[config.mk]
export PLATFORM = sky130hd
export DESIGN_NAME = pipe3_ctrl_flat
export DESIGN_NICKNAME = d
export VERILOG_FILES = /design/src/rtl/pipe3_ctrl_if.sv /design/src/rtl/pipe3_ctrl.sv /design/src/flat_wrapper.sv
export SDC_FILE = /design/constraint.sdc
export NUM_CORES = 1
export LEC_CHECK = 0
export CORE_ASPECT_RATIO = 0.5
export CORE_MARGIN = 1
export CORE_UTILIZATION = 50
export DETAILED_ROUTE_END_ITERATION = 8
export PLACE_DENSITY = 0.84
export SYNTH_ARGS = -nofsm -noshare
export SYNTH_HDL_FRONTEND = slang
export SYNTH_SLANG_ARGS = --single-unit
export TNS_END_PERCENT = 5
[constraint.sdc]
create_clock -name clk -period 5.4 [get_ports clk]
set_clock_uncertainty 0.1 [all_clocks]
set_input_delay 1.08 -clock clk [delete_from_list [all_inputs] [get_ports clk]]
set_output_delay 1.08 -clock clk [all_outputs]
set_load 0.005 [all_outputs]
[src/rtl/pipe3_ctrl_if.sv]
// Valid/ready handshake bundle for the 3-stage pipeline controller.
// The master side is the upstream/downstream environment; the slave side is the controller.
interface pipe3_ctrl_if;
    logic in_valid;
    logic in_ready;
    logic out_valid;
    logic out_ready;

    modport master (
        output in_valid,
        output out_ready,
        input  in_ready,
        input  out_valid
    );

    modport slave (
        input  in_valid,
        input  out_ready,
        output in_ready,
        output out_valid
    );
endinterface

[src/rtl/pipe3_ctrl.sv]
// Flow controller for an external 3-stage 8-bit datapath: per-stage valid tracking,
// load enables, valid/ready handshake, start/drain/flush sequencing and transfer counters.
module pipe3_ctrl #(
    parameter int unsigned CNT_W = 16
) (
    input  logic             clk,
    input  logic             rst,
    input  logic             start,
    input  logic             drain,
    input  logic             flush,
    pipe3_ctrl_if.slave      bus,
    output logic [2:0]       ld_en,
    output logic [2:0]       stage_valid,
    output logic [1:0]       occupancy,
    output logic [1:0]       state,
    output logic             done,
    output logic [CNT_W-1:0] in_count,
    output logic [CNT_W-1:0] out_count
);

    typedef enum logic [1:0] {
        StIdle  = 2'b00,
        StRun   = 2'b01,
        StDrain = 2'b10
    } state_e;

    state_e           state_q, state_d;
    logic [2:0]       valid_q, valid_d;
    logic             done_q, done_d;
    logic [CNT_W-1:0] in_count_q, out_count_q;

    logic t1, t2, t3;
    logic xfer;

    // Room terms, handshake and load enables; flush suppresses every movement.
    always_comb begin
        t3 = !valid_q[2] | bus.out_ready;
        t2 = !valid_q[1] | t3;
        t1 = !valid_q[0] | t2;

        bus.in_ready  = (state_q == StRun) & t1 & !flush;
        bus.out_valid = valid_q[2] & !flush;
        xfer          = bus.out_valid & bus.out_ready;

        ld_en[0] = bus.in_valid & bus.in_ready;
        ld_en[1] = valid_q[0] & t2 & !flush;
        ld_en[2] = valid_q[1] & t3 & !flush;
    end

    // Next-state for valid bits and the sequencing FSM (flush > drain > start).
    always_comb begin
        valid_d = valid_q;
        state_d = state_q;
        done_d  = 1'b0;

        if (flush) begin
            valid_d = 3'b000;
            state_d = StIdle;
        end else begin
            valid_d[0] = ld_en[0] | (valid_q[0] & !t2);
            valid_d[1] = ld_en[1] | (valid_q[1] & !t3);
            valid_d[2] = ld_en[2] | (valid_q[2] & !bus.out_ready);

            case (state_q)
                StIdle: begin
                    if (start) state_d = StRun;
                end
                StRun: begin
                    if (drain) state_d = StDrain;
                end
                StDrain: begin
                    // Leave once the pipe will be empty; done marks the following cycle.
                    if (valid_d == 3'b000) begin
                        state_d = StIdle;
                        done_d  = 1'b1;
                    end
                end
                default: state_d = StIdle;
            endcase
        end
    end

    // State, valid and counter registers with synchronous reset.
    always_ff @(posedge clk) begin
        if (rst) begin
            state_q     <= StIdle;
            valid_q     <= 3'b000;
            done_q      <= 1'b0;
            in_count_q  <= '0;
            out_count_q <= '0;
        end else begin
            state_q     <= state_d;
            valid_q     <= valid_d;
            done_q      <= done_d;
            in_count_q  <= in_count_q + CNT_W'(ld_en[0]);
            out_count_q <= out_count_q + CNT_W'(xfer);
        end
    end

    // Status outputs derived from registered state.
    always_comb begin
        stage_valid = valid_q;
        occupancy   = {1'b0, valid_q[0]} + {1'b0, valid_q[1]} + {1'b0, valid_q[2]};
        state       = state_q;
        done        = done_q;
        in_count    = in_count_q;
        out_count   = out_count_q;
    end

endmodule

[src/flat_wrapper.sv]
// flat-port wrapper written by rule: the top's interface ports become plain ports
module pipe3_ctrl_flat 
#(
    parameter int unsigned CNT_W = 16
)
  (clk, rst, start, drain, flush, ld_en, stage_valid, occupancy, state, done, in_count, out_count, bus_in_valid, bus_out_ready, bus_in_ready, bus_out_valid);
  pipe3_ctrl_if bus_i ();
  input  logic clk;
  input  logic rst;
  input  logic start;
  input  logic drain;
  input  logic flush;
  output logic [2:0] ld_en;
  output logic [2:0] stage_valid;
  output logic [1:0] occupancy;
  output logic [1:0] state;
  output logic done;
  output logic [CNT_W-1:0] in_count;
  output logic [CNT_W-1:0] out_count;
  input wire logic [$bits(bus_i.in_valid)-1:0] bus_in_valid;
  input wire logic [$bits(bus_i.out_ready)-1:0] bus_out_ready;
  output wire logic [$bits(bus_i.in_ready)-1:0] bus_in_ready;
  output wire logic [$bits(bus_i.out_valid)-1:0] bus_out_valid;
  assign bus_i.in_valid = bus_in_valid;
  assign bus_i.out_ready = bus_out_ready;
  assign bus_in_ready = bus_i.in_ready;
  assign bus_out_valid = bus_i.out_valid;
  pipe3_ctrl #(.CNT_W(CNT_W)) u_core (.clk(clk), .rst(rst), .start(start), .drain(drain), .flush(flush), .bus(bus_i), .ld_en(ld_en), .stage_valid(stage_valid), .occupancy(occupancy), .state(state), .done(done), .in_count(in_count), .out_count(out_count));
endmodule
== Word level (Yosys, flattened, before mapping) ==
Index checks and enable logic that the tools add are counted.

* Register bits after elaboration: 38
* Bits of input ports: 7
* Logic and storage cells: 50

* Add/sub/neg operators: 4
* Eq/ne operators: 5
* Mux-type cells: 5
* Bitwise operators: 19
* Reduce and logical (&&, ||, !) cells: 12

{| class="wikitable"
|+ Operator list
! cell !! count
|-
| $add A16 B1 Y16 || 2
|-
| $and A1 B1 Y1 || 12
|-
| $logic_not A1 Y1 || 7
|-
| $mux W2 || 3
|-
| $or A1 B1 Y1 || 6
|-
| $pmux W2 S3 || 1
|-
| $ne A2 B2 Y1 const B || 2
|-
| $logic_not A3 Y1 || 1
|-
| $reduce_and A3 Y1 || 1
|-
| $reduce_or A3 Y1 || 1
|-
| $add A1 B1 Y2 || 1
|-
| $add A2 B1 Y2 || 1
|-
| $eq A2 B1 Y1 const B || 1
|-
| $eq A2 B2 Y1 const B || 1
|-
| $logic_not A2 Y1 || 1
|-
| $ne A2 B1 Y1 const B || 1
|-
| $reduce_or A2 Y1 || 1
|-
| $mux W1 || 1
|-
| $not A1 Y1 || 1
|}

== Depth between registers and ports, before layout ==
* Depth in word-level cells: 11
* Mapped depth: 10
* Depth with buffers taken out: 10

== Worst setup path after synthesis ==
No wires, ideal clock.

* Path kind: in2out
* From: in bus_out_ready
* To: out ld_en[0]
* Arrival: 1.709 ns
* Path slack: 2.511 ns
* Cell stages on the path: 3
* Path through: nor2b_1 a31oi_1 and2_1

* Cells in the longest elaborated chain, start to end: 6

{| class="wikitable"
|+ RTL lines
! element !! line !! RTL
|-
| from (decl) || flat_wrapper.sv:21 || <nowiki>input wire logic [$bits(bus_i.out_ready)-1:0] bus_out_ready;</nowiki>
|-
| $or A1 B1 Y1 || pipe3_ctrl.sv:37 || <nowiki>t3 = !valid_q[2] | bus.out_ready;</nowiki>
|-
| $or A1 B1 Y1 || pipe3_ctrl.sv:38 || <nowiki>t2 = !valid_q[1] | t3;</nowiki>
|-
| $or A1 B1 Y1 || pipe3_ctrl.sv:39 || <nowiki>t1 = !valid_q[0] | t2;</nowiki>
|-
| $and A1 B1 Y1 (2 in series) || pipe3_ctrl.sv:41 || <nowiki>bus.in_ready = (state_q == StRun) & t1 & !flush;</nowiki>
|-
| named net bus_in_ready || flat_wrapper.sv:22 || <nowiki>output wire logic [$bits(bus_i.in_ready)-1:0] bus_in_ready;</nowiki>
|-
| $and A1 B1 Y1 || pipe3_ctrl.sv:45 || <nowiki>ld_en[0] = bus.in_valid & bus.in_ready;</nowiki>
|-
| to (decl) || flat_wrapper.sv:13 || <nowiki>output logic [2:0] ld_en;</nowiki>
|}

The timed path passes the listed nets, and every way through them passes these cells.

== Worst setup path after layout ==
* From: in bus_out_ready
* To: out ld_en[0]

* Cells in the longest elaborated chain, start to end: 6

{| class="wikitable"
|+ RTL lines
! element !! line
|-
| $or A1 B1 Y1 || pipe3_ctrl.sv:37
|-
| $or A1 B1 Y1 || pipe3_ctrl.sv:38
|-
| $or A1 B1 Y1 || pipe3_ctrl.sv:39
|-
| $and A1 B1 Y1 (2 in series) || pipe3_ctrl.sv:41
|-
| $and A1 B1 Y1 || pipe3_ctrl.sv:45
|}

Every way passes these cells.

==> impl_metrics.csv <==
group,metric,value,unit
status,status,"finished, final reports clean",
yosys,async_flop_share,0,
yosys,syn_area_per_cell,9.25,um^2
pwr,powerDensity,245,mW/mm^2
die,die_h,43.6,um
yosys,yosys_warnings,0,
critical_path,reg2reg_depth,10,
placed_design,port_buffers,51,
pwr,p_int,474,uW
clocking,cts_sinks,38,
die,num_rows,14,
critical_path,end_kind,"primary output",
cells_and_area,final_cell_mix,"51 x clkdlybuf4s50_1, 38 x dfxtp_1, 36 x nor2_1",
clocking,ctsResizeCount,0,
critical_path,r2r_start,"u_core.state[0]$_SDFFE_PP0P_",
critical_path,cp.required,4220,ps
clocking,cts_root_buffer,"clkbuf_8",
clocking,path_clk_slew,80,ps
global_route,antenna_found_initial,0,
global_route,grt-busiest-layer,"met2",
pwr,swShare,0.200,
placed_design,globalplace.congestion,0.835,
pwr,peakVddDrop,186,uV
cells_and_area,drive_gt1_frac,0.0950,
sta,final.period_utilization,0.717,
drt,wirelength,3.64,mm
clocking,holdBufCountCts,0,
die,coreArea,0.00315,mm^2
pwr,combinationalPowerShare,0.027,
drt,ant_nets,0,
flow_run,maxCapViolations,0,
yosys,synth_top_area_frac,0.440,
sta,rsz0062_at_grt,"false",
drt,dr.pass1.iters,4,
yosys,syn_inst,187,
sta,fin_tns_setup,0,ps
clocking,postCtsSetupRepairBufs,0,
critical_path,r2r_end,"u_core.in_count[12]$_SDFF_PP0_",
die,die_area,0.00371,mm^2
pwr,p_seq_frac,0.475,
pwr,p_sw,119,uW
placed_design,hpwlAfterDp,2.62,mm
sta,hold_viol_final,0,
clocking,htree_levels,2,
min_path,hold_path_class,"flop to flop",
clocking,ctsLongestPathBuffers,2,
yosys,ys_types,33,
sta,tightest_slew,447,ps
drt,drcViolationCount,0,
global_route,gr-total-overflow,0,
drt,drt_iter0_drc,57,
global_route,grtUsageTotal,0.213,
cells_and_area,final_nets,253,
clocking,clk_latency,300,ps
die,die_w,85.2,um
cells_and_area,num-fill-cells,236,
sta,slew_headroom,0.701,
pwr,leakagePower,0.000853,uW
drt,dr_total_vias,1497,
yosys,synth-main-ff-cell,"dfxtp_1",
global_route,grt_pass1_wl,5.93,mm
min_path,min_to,"u_core.state[0]$_SDFFE_PP0P_",
critical_path,r2r_slack,2780,ps
sta,max_freq,258,MHz
yosys,synth_edf_count,0,
pwr,clkPwrFrac,0.498,
yosys,yosysTopAreaCell,"dfxtp_1",
yosys,synth_nets,199,
critical_path,startpoint_type,"primary input",
die,initial_core_util,0.549,
critical_path,startpoint,"bus_out_ready",
global_route,use_met3,0.0686,
global_route,grt_max_degree,35,
yosys,synth-seq-cells,38,
sta,setup_violations,0,
critical_path,cp_max_fo,7,
global_route,use_met2,0.348,
min_path,hold_depth,1,
cells_and_area,num_antenna_cells,0,
yosys,seq_area_frac_synth,0.440,
clocking,numCtsBuffers,5,
critical_path,path_class,"primary input to primary output",
yosys,synth_area_leaders,"dfxtp_1 44%, xnor2_1 11%, nor2_1 7.8%",
cells_and_area,synthToLayoutAreaGrowth,39.7,%
global_route,grt_pass1_vias,1303,
global_route,gr-usage-met1,0.266,
drt,wl_per_cell,12.9,um
clocking,tritoncts,"built",
min_path,holdCritStartpoint,"u_core.state[1]$_SDFFE_PP0P_",
cells_and_area,layout_commonest_cell,"clkdlybuf4s50_1",
drt,vias_per_cell,5.31,
critical_path,arrival,2690,ps
sta,slew_viol_final,0,
sta,period_needed,3870,ps
yosys,synth_area,0.00173,mm^2
sta,timing.hold.ws,383,ps
die,num_io_pins,52,
worst max path at each step:
stage / endpoint / slack, ps / cells after the start
2_1_floorplan: ld_en[0] / 2510 / 3
3_3_place_gp: ld_en[0] / 1620 / 5
3_5_place_dp: ld_en[0] / 1540 / 5
4_1_cts: ld_en[0] / 1550 / 5
5_1_grt: ld_en[0] / 1430 / 5
6_report: ld_en[0] / 1530 / 5
worst max-delay path, cell delays in order:
cell and delay [ps]:
clkdlybuf4s50_1 420, nor2b_1 380, a31oi_1 170, and2_1 200
clkdlybuf4s50_1 440
cell usage after synthesis (all sizes together) (5+ instances only):
master  count
dfxtp      38
nor2       36
xnor2      21
nand3      11
nor2b       9
nor3        9
inv         7
nand2       7
nand4       7
nor4        6
a21oi       5
clkbuf      5
cells by family (layout without fill, tap and decap cells):
family	after synthesis	count (layout)	share of synthesized area
xor+xnor	25	25	0.127
simple gates	95	95	0.323
fa+ha+maj	5	5	0.0405
flops	38	38	0.440
compound gates	10	10	0.0318
buf+inv	12	67	0.0260
mux	2	2	0.0123
power groups by stage:
| stage | clock (uW) | combinational (uW) | sequential [uW] |
|---|---|---|---|
| finish | 295 | 16.1 | 281 |
| global route | 310 | 17.3 | 282 |
| CTS | 299 | 16.0 | 281 |
| detailed placement | 0 | 15.9 | 288 |
| global placement | 0 | 15.7 | 288 |
| floorplan | 0 | 6.96 | 288 |
sequential cells by signal, summed over array words and instances, names as in the netlist:
| register | count |
|---|---|
| u_core.done | 1 |
| u_core.stage_valid | 3 |
| u_core.out_count | 16 |
| u_core.state | 2 |
| u_core.in_count | 16 |
stage by stage:
step	std cells	worst slack [ps]	total power [uW]	cell area, um^2	util
CTS	282	1550	597	2420	0.767
global route	282	1430	609	2420	0.767
global placement	274	1620	304	2280	0.723
detailed placement	274	1540	304	2280	0.723
floorplan	187	2510	295	1730	-
finish	282	1530	593	2420	0.767
metal layers:
| layer | share of wire | wire, um |
|---|---|---|
| met2 | 0.47 | 1730 |
| met1 | 0.46 | 1670 |
| met4 | 0.016 | 57 |
| met3 | 0.052 | 188 |
| met5 | 0 | 0 |
cell type report:
cell class / instances / area, um^2 / share of cell area
clock inverter: 3 / 68.8 / 0.0285
clock buffer: 5 / 68.8 / 0.0285
timing repair buffer: 52 / 518 / 0.214
tap: 40 / 50.0 / 0.0207
multi-input combinational: 137 / 925 / 0.383
inverter: 7 / 26.3 / 0.0109
sequential: 38 / 761 / 0.315
Note: power is estimated with default switching activity, not from simulation.
